$ cat src/rtl/key_pulse_conditioner.sv
// Two independent push-button conditioners: 2-FF synchronizer, debounce FSM and a
// registered one-cycle pulse per confirmed press. Keys are active-low, outputs active-high.
module key_pulse_conditioner #(
  parameter int DEBOUNCE_CYCLES = 1_000_000,
  parameter int CNT_W           = $clog2(DEBOUNCE_CYCLES + 1)
) (
  input  logic clk,
  input  logic rst,
  input  logic key_start_n,
  input  logic key_stop_n,
  output logic start,
  output logic stop
);

  typedef enum logic [1:0] {
    IDLE = 2'd0,
    ARM  = 2'd1,
    DOWN = 2'd2,
    REL  = 2'd3
  } state_e;

  localparam logic [CNT_W-1:0] CNT_MAX = CNT_W'(DEBOUNCE_CYCLES - 1);

  logic [1:0] key_n;
  logic [1:0] pulse;

  assign key_n = {key_stop_n, key_start_n};
  assign start = pulse[0];
  assign stop  = pulse[1];

  for (genvar ch = 0; ch < 2; ch++) begin : g_ch
    logic             s1_q;
    logic             s2_q;
    state_e           state_q;
    state_e           state_d;
    logic [CNT_W-1:0] cnt_q;
    logic [CNT_W-1:0] cnt_d;
    logic             pulse_q;
    logic             pulse_d;

    // Synchronizer flops reset to the released level so reset never looks like a press.
    always_ff @(posedge clk or negedge rst) begin
      if (!rst) begin
        s1_q <= 1'b1;
        s2_q <= 1'b1;
      end else begin
        s1_q <= key_n[ch];
        s2_q <= s1_q;
      end
    end

    always_ff @(posedge clk or negedge rst) begin
      if (!rst) begin
        state_q <= IDLE;
        cnt_q   <= '0;
        pulse_q <= 1'b0;
      end else begin
        state_q <= state_d;
        cnt_q   <= cnt_d;
        pulse_q <= pulse_d;
      end
    end

    always_comb begin
      state_d = state_q;
      cnt_d   = cnt_q;
      unique case (state_q)
        IDLE: begin
          if (!s2_q) begin
            state_d = ARM;
            cnt_d   = '0;
          end
        end
        ARM: begin
          if (s2_q) begin
            state_d = IDLE;
          end else if (cnt_q == CNT_MAX) begin
            state_d = DOWN;
          end else begin
            cnt_d = cnt_q + CNT_W'(1);
          end
        end
        DOWN: begin
          if (s2_q) begin
            state_d = REL;
            cnt_d   = '0;
          end
        end
        REL: begin
          if (!s2_q) begin
            state_d = DOWN;
          end else if (cnt_q == CNT_MAX) begin
            state_d = IDLE;
          end else begin
            cnt_d = cnt_q + CNT_W'(1);
          end
        end
        default: state_d = IDLE;
      endcase
    end

    // Pulse fires only on the qualifying ARM->DOWN transition.
    always_comb begin
      pulse_d = (state_q == ARM) && !s2_q && (cnt_q == CNT_MAX);
    end

    assign pulse[ch] = pulse_q;
  end

endmodule
$ cat config.mk
export PLATFORM = sky130hd
export DESIGN_NAME = key_pulse_conditioner
export DESIGN_NICKNAME = d
export VERILOG_FILES = /design/src/rtl/key_pulse_conditioner.sv
export SDC_FILE = /design/constraint.sdc
export NUM_CORES = 1
export LEC_CHECK = 0
export ABC_AREA = 1
export BUFFER_PORTS_ARGS = -buffer_cell sky130_fd_sc_hd__buf_2
export CAP_MARGIN = 10
export CELL_PAD_IN_SITES_DETAIL_PLACEMENT = 2
export CELL_PAD_IN_SITES_GLOBAL_PLACEMENT = 2
export CORE_ASPECT_RATIO = 1.25
export CORE_UTILIZATION = 39
export CTS_CLUSTER_DIAMETER = 60
export CTS_CLUSTER_SIZE = 10
export DETAILED_ROUTE_END_ITERATION = 6
export GPL_ROUTABILITY_DRIVEN = 0
export PLACE_DENSITY_LB_ADDON = 0.12
export SLEW_MARGIN = 40
export SYNTH_ARGS = -nofsm -noshare
export SYNTH_HDL_FRONTEND = slang
export SYNTH_SLANG_ARGS = --single-unit
$ cat constraint.sdc
create_clock -name clk -period 5.07 [get_ports clk]
set_input_delay 0.507 -clock clk [delete_from_list [all_inputs] [get_ports clk]]
set_output_delay 0.507 -clock clk [all_outputs]
set_load 0.05 [all_outputs]
# ---- Yosys cells after proc, flatten, opt, wreduce, memory -nomap -nowiden
# Cells that the tools add are included.
# W data, S select, Z words.
dict set report word_totals {
  rom_bits 0
  n_memories 0
  register_bits 50
  latch_bits 0
  mem_bits_rw 0
}
dict set report op_classes {
  muxes 26
  n_reduce_logical 12
  n_eq_ne 20
  bitwise_logic 0
  n_lt_le_gt_ge 0
  div 0
  add_sub_neg 2
  shift 0
  multipliers 0
}
# op n
set ops {}
lappend ops {{$mux W20} 10}
lappend ops {{$pmux W20 S4} 2}
lappend ops {{$add A20 B1 Y20 const B} 2}
lappend ops {{$eq A20 B20 Y1 const B} 2}
lappend ops {{$mux W2} 12}
lappend ops {{$ne A2 B2 Y1 const B} 8}
lappend ops {{$pmux W2 S4} 2}
lappend ops {{$reduce_and A4 Y1} 4}
lappend ops {{$ne A3 B3 Y1 const B} 4}
lappend ops {{$eq A2 B2 Y1 const B} 4}
lappend ops {{$eq A2 B1 Y1 const B} 2}
lappend ops {{$logic_and A1 B1 Y1} 4}
lappend ops {{$logic_not A2 Y1} 2}
lappend ops {{$logic_not A1 Y1} 2}

# ---- Logic depth before layout (Yosys ltp)
dict set report depth {
  ltp_word 4
  ltp_mapped 10
  ltp_nobuf 9
}

# ---- Worst setup path after synthesis
# OpenSTA, ideal clock, no wires.
dict set report synth_path {
  path_type {register to register}
  start {register g_ch[0].cnt_q[0]}
  end {register g_ch[0].cnt_q[6]}
  arrival_time_ns 1.501
  slack_ns 3.448
  path_stages_with_launch 10
  setup_time_ns 0.121
  synth_period_minus_slack_ns 1.622
  path_buffers 1
  path_cell_list {dfrtp_1 -> ha_1 -> nand2_2 -> nor2_4 -> nand3_2 -> nor2_4 -> nor2_8 -> inv_8 -> buf_12 -> o21ai_1}
}
dict set report synth_between {
  elab_chain_len 4
}
# item line_no
set synth_lines {}
lappend synth_lines {{start: declaration} 36} ;# logic [CNT_W-1:0] cnt_q;
lappend synth_lines {{start signal: assignment} 59} ;# cnt_q <= cnt_d;
lappend synth_lines {{$add A20 B1 Y20 or $eq A20 B20 Y1 (tied branches)} -}
lappend synth_lines {{$mux W20 *} {77, 92}}
lappend synth_lines {{$mux W20, on equally long branches} {90, 75}}
lappend synth_lines {{$pmux W20 S4 *} 67} ;# unique case (state_q)
# Mark *: on every way between the ends. The rest lies on a longest branch, timed or not. The select of a mux whose other input is x is not followed.
# A chain may end at the register's enable or synchronous reset.

# ---- Final worst setup path
dict set report layout_path {
  start {register g_ch[1].cnt_q[0]}
  end {register g_ch[1].cnt_q[4]}
}
dict set report layout_between {
  elab_chain_len 4
}
# item line_no
set layout_lines {}
lappend layout_lines {{start: declaration} 36}
lappend layout_lines {{start signal: assignment} 59}
lappend layout_lines {{$add A20 B1 Y20 or $eq A20 B20 Y1 (tied branches)} -}
lappend layout_lines {{$mux W20 *} {77, 92}}
lappend layout_lines {{$mux W20, on equally long branches} {90, 75}}
lappend layout_lines {{$pmux W20 S4 *} 67}
# Marks and branches as above.

==> results.sh <==
export IMPL_synth_mux_area_fraction_pct=0
export IMPL_p_per_area_nw_per_um2=236
export IMPL_synth_xor_area_share_pct=3.32
export IMPL_core_area_sq_um=7840
export IMPL_dp_slack_ns=2.65
export IMPL_period_minus_slack_ns=2.37
export IMPL_worstSetupPathType="reg -> reg"
export IMPL_p_sw_share_pct=27.3
export IMPL_wl_per_cell_um=18.0
export IMPL_seqCellArea_sq_um=1260
export IMPL_grt_pass1_vias=3353
export IMPL_fmax_mhz=422
export IMPL_numCtsBuffers=5
export IMPL_synthSimpleGateAreaFrac_pct=42.9
export IMPL_fin_crit_sh_pct=46.7
export IMPL_maxCapViolations=0
export IMPL_diodes=0
export IMPL_async_reset_ff_share_pct=100
export IMPL_tns_ns=0
export IMPL_grt_pass1_wl_um=16100
export IMPL_drt_initial_drc_count=72
export IMPL_ys_seq_elements=50
export IMPL_final_common_cell="nand2_1"
export IMPL_clock_sink_count=50
export IMPL_antenna_found_initial=0
export IMPL_required_ns=5.27
export IMPL_grt_max_degree=51
export IMPL_io_pins=6
export IMPL_die_y_um=103
export IMPL_clockRootBuffer="clkbuf_8"
export IMPL_ir_drop_v=0.000113
export IMPL_status="finished, final reports clean"
export IMPL_final_cell_mix="137 x nand2_1, 60 x nand3_1, 59 x nor2_1, 46 x dfrtp_1, 41 x inv_1"
export IMPL_track_usage_pct=25.5
export IMPL_grt_setup_unrepaired="no"
export IMPL_hold_violations=0
export IMPL_pwr_share_seq_pct=54.3
export IMPL_ant_nets=0
export IMPL_startpoint_type="register"
export IMPL_r2r_setup_slack_ns=2.70
export IMPL_pwr_share_clk_pct=37.4
export IMPL_htree_num_levels=2
export IMPL_comb_power_share_pct=8.3
export IMPL_synth_compound_area_share_pct=5.09
export IMPL_drc_errors=0
export IMPL_final_max_slew_viol_count=0
export IMPL_synth_largest_area_cell="dfrtp_1"
export IMPL_via_count=3026
export IMPL_synth_edf_count=0
export IMPL_cp_max_fo=21
export IMPL_ctsHoldBuffers=0
export IMPL_wl_um=9810
export IMPL_cp_end_kind="register"
export IMPL_n_fill_cell=977
export IMPL_fin_nets=456
export IMPL_dieArea_sq_um=8490
export IMPL_synth_adder_area_share_pct=0.790
export IMPL_synth_area_sq_um=3170
export IMPL_cts_tree="built"
export IMPL_clockBufferDepth=2
export IMPL_internal_power_uw=573
export IMPL_yosysUniqueCellTypes=33
export IMPL_syn_avg_cell_area_sq_um=7.09
export IMPL_final_setup_viol_count=0
export IMPL_synth_top_area_share_pct=36.3
export IMPL_max_slew_margin_pct=49.7
export IMPL_place_detailed_hpwl_um=7390
export IMPL_clk_pin_slew_worst_paths_ns=0.10
export IMPL_grt_ovfl_total=0
export IMPL_syn_inst=447
export IMPL_p_leak_uw=0.00148
export IMPL_die_w_um=82.6
export IMPL_rows=36
export IMPL_skew_ns=0.0144
export IMPL_cp_data_arrival_time_ns=2.57
export IMPL_cts_setup_buffers=0
export IMPL_vias_per_cell=5.54
export IMPL_multiInputGateArea_sq_um=1650
export IMPL_synth_top_family_by_area="simple AND/OR/NAND/NOR gates"
export IMPL_syn_to_final_growth_pct=5.25
export IMPL_synth_nets=453
export IMPL_start_util_pct=40.4
export IMPL_tightest_slew_ns=0.752
export IMPL_min_path_type="in -> reg"
export IMPL_port_buffers=5
export IMPL_synthTopCellsByArea="dfrtp_1 36%, nand2_1 16%, nand3_1 9.5%"
export IMPL_clkLatencyLatePin_ns=0.32
export IMPL_firstDrtPassIters=4
export IMPL_cts_resized=0
export IMPL_synth_flop_cell="dfrtp_1"
export IMPL_setup_slack_ns=2.70
export IMPL_drive_gt1_share_pct=9.31
export IMPL_ys_warn_count=0
export IMPL_p_switching_uw=215
export IMPL_seq_area_frac_synth_pct=39.7
## metal layers
metal / GRT usage, % / part of all wire (%) / vias up / wire length (um)
li1: - / - / 1448 / -
met1: 25.2 / 38 / 1531 / 3720
met2: 51.8 / 58 / 27 / 5690
met3: 3.36 / 1.4 / 20 / 138
met4: 10.2 / 2.7 / 0 / 263
met5: 0 / 0 / - / 0
## cell usage after synthesis (2+ instances only)
master and count:
nand2_1 137, nand3_1 60, nor2_1 59, dfrtp_1 46
inv_1 41, nand4_1 19, nor3_1 12, xor2_1 12
nand2_2 9, o21ai_0 8, o21ai_2 7, o21ai_1 5
dfstp_2 4, buf_12 2, buf_4 2, buf_6 2
clkbuf_1 2, ha_1 2, nor2_4 2, o21bai_1 2
or2_2 2
## worst max-delay path: stages, from the launching register on
cell and delay (ns):
dfrtp_1 0.40, ha_1 0.22, nand3_1 0.19, nor2_1 0.19, nand4_1 0.17, nand2_1 0.58, nand2_1 0.30, nand2_1 0.15
nand2_1 0.05
## through the flow
stage	std cells	area, sq um	total power, uW	hold slack (ns)	util (%)
after floorplan	447	3170	480	0.211	-
after global placement	538	3230	498	0.346	41.2
after detailed placement	538	3230	504	0.352	41.2
after CTS	546	3330	801	0.261	42.5
after global routing	546	3330	818	0.268	42.5
final	546	3330	788	0.273	42.5
## power groups by stage
stage               combinational [uW]  clock (uW)  sequential (uW)
floorplan                         50.9           0              429
global placement                  63.5           0              434
detailed placement                67.8           0              436
CTS                               68.2         305              428
global route                      75.2         313              430
finish                            65.5         294              428
## cell type report
| type | instances | area share (%) |
|---|---|---|
| inverter | 43 | 5.07 |
| clock inverter | 3 | 1.20 |
| clock buffer | 5 | 2.06 |
| timing repair buffer | 6 | 0.976 |
| tap | 95 | 3.56 |
| multi-input combinational | 344 | 49.5 |
| sequential | 50 | 37.7 |
## sequential cells by signal, indices dropped and copies added, names as in the netlist, named ones only
signal        cells
stop              1
g_ch.cnt_q       40
start             1
g_ch.state_q      2
g_ch.s1_q         2
g_ch.s2_q         2
## logic make-up (layout without fill, tap and decap cells)
group,Yosys count,count (layout)
simple gates,305,305
buf+inv,53,57
flops,50,50
compound gates,25,25
xor+xnor,12,12
fa+ha+maj,2,2
## path summary, 6_finish.rpt
| kind | start | to | cells after the start |
|---|---|---|---|
| max | g_ch[1].cnt_q[0] | g_ch[1].cnt_q[4] | 8 |
| min | key_start_n | g_ch[0].s1_q | 1 |
| max reg2reg | g_ch[1].cnt_q[0] | g_ch[1].cnt_q[4] | 8 |
| min reg2reg | g_ch[1].s1_q | g_ch[1].s2_q | 0 |
| max in group asynchronous | rst | g_ch[1].cnt_q[8] | 2 |
| min in group asynchronous | rst | g_ch[0].cnt_q[0] | 2 |
Power figures use the tool's default switching activity.
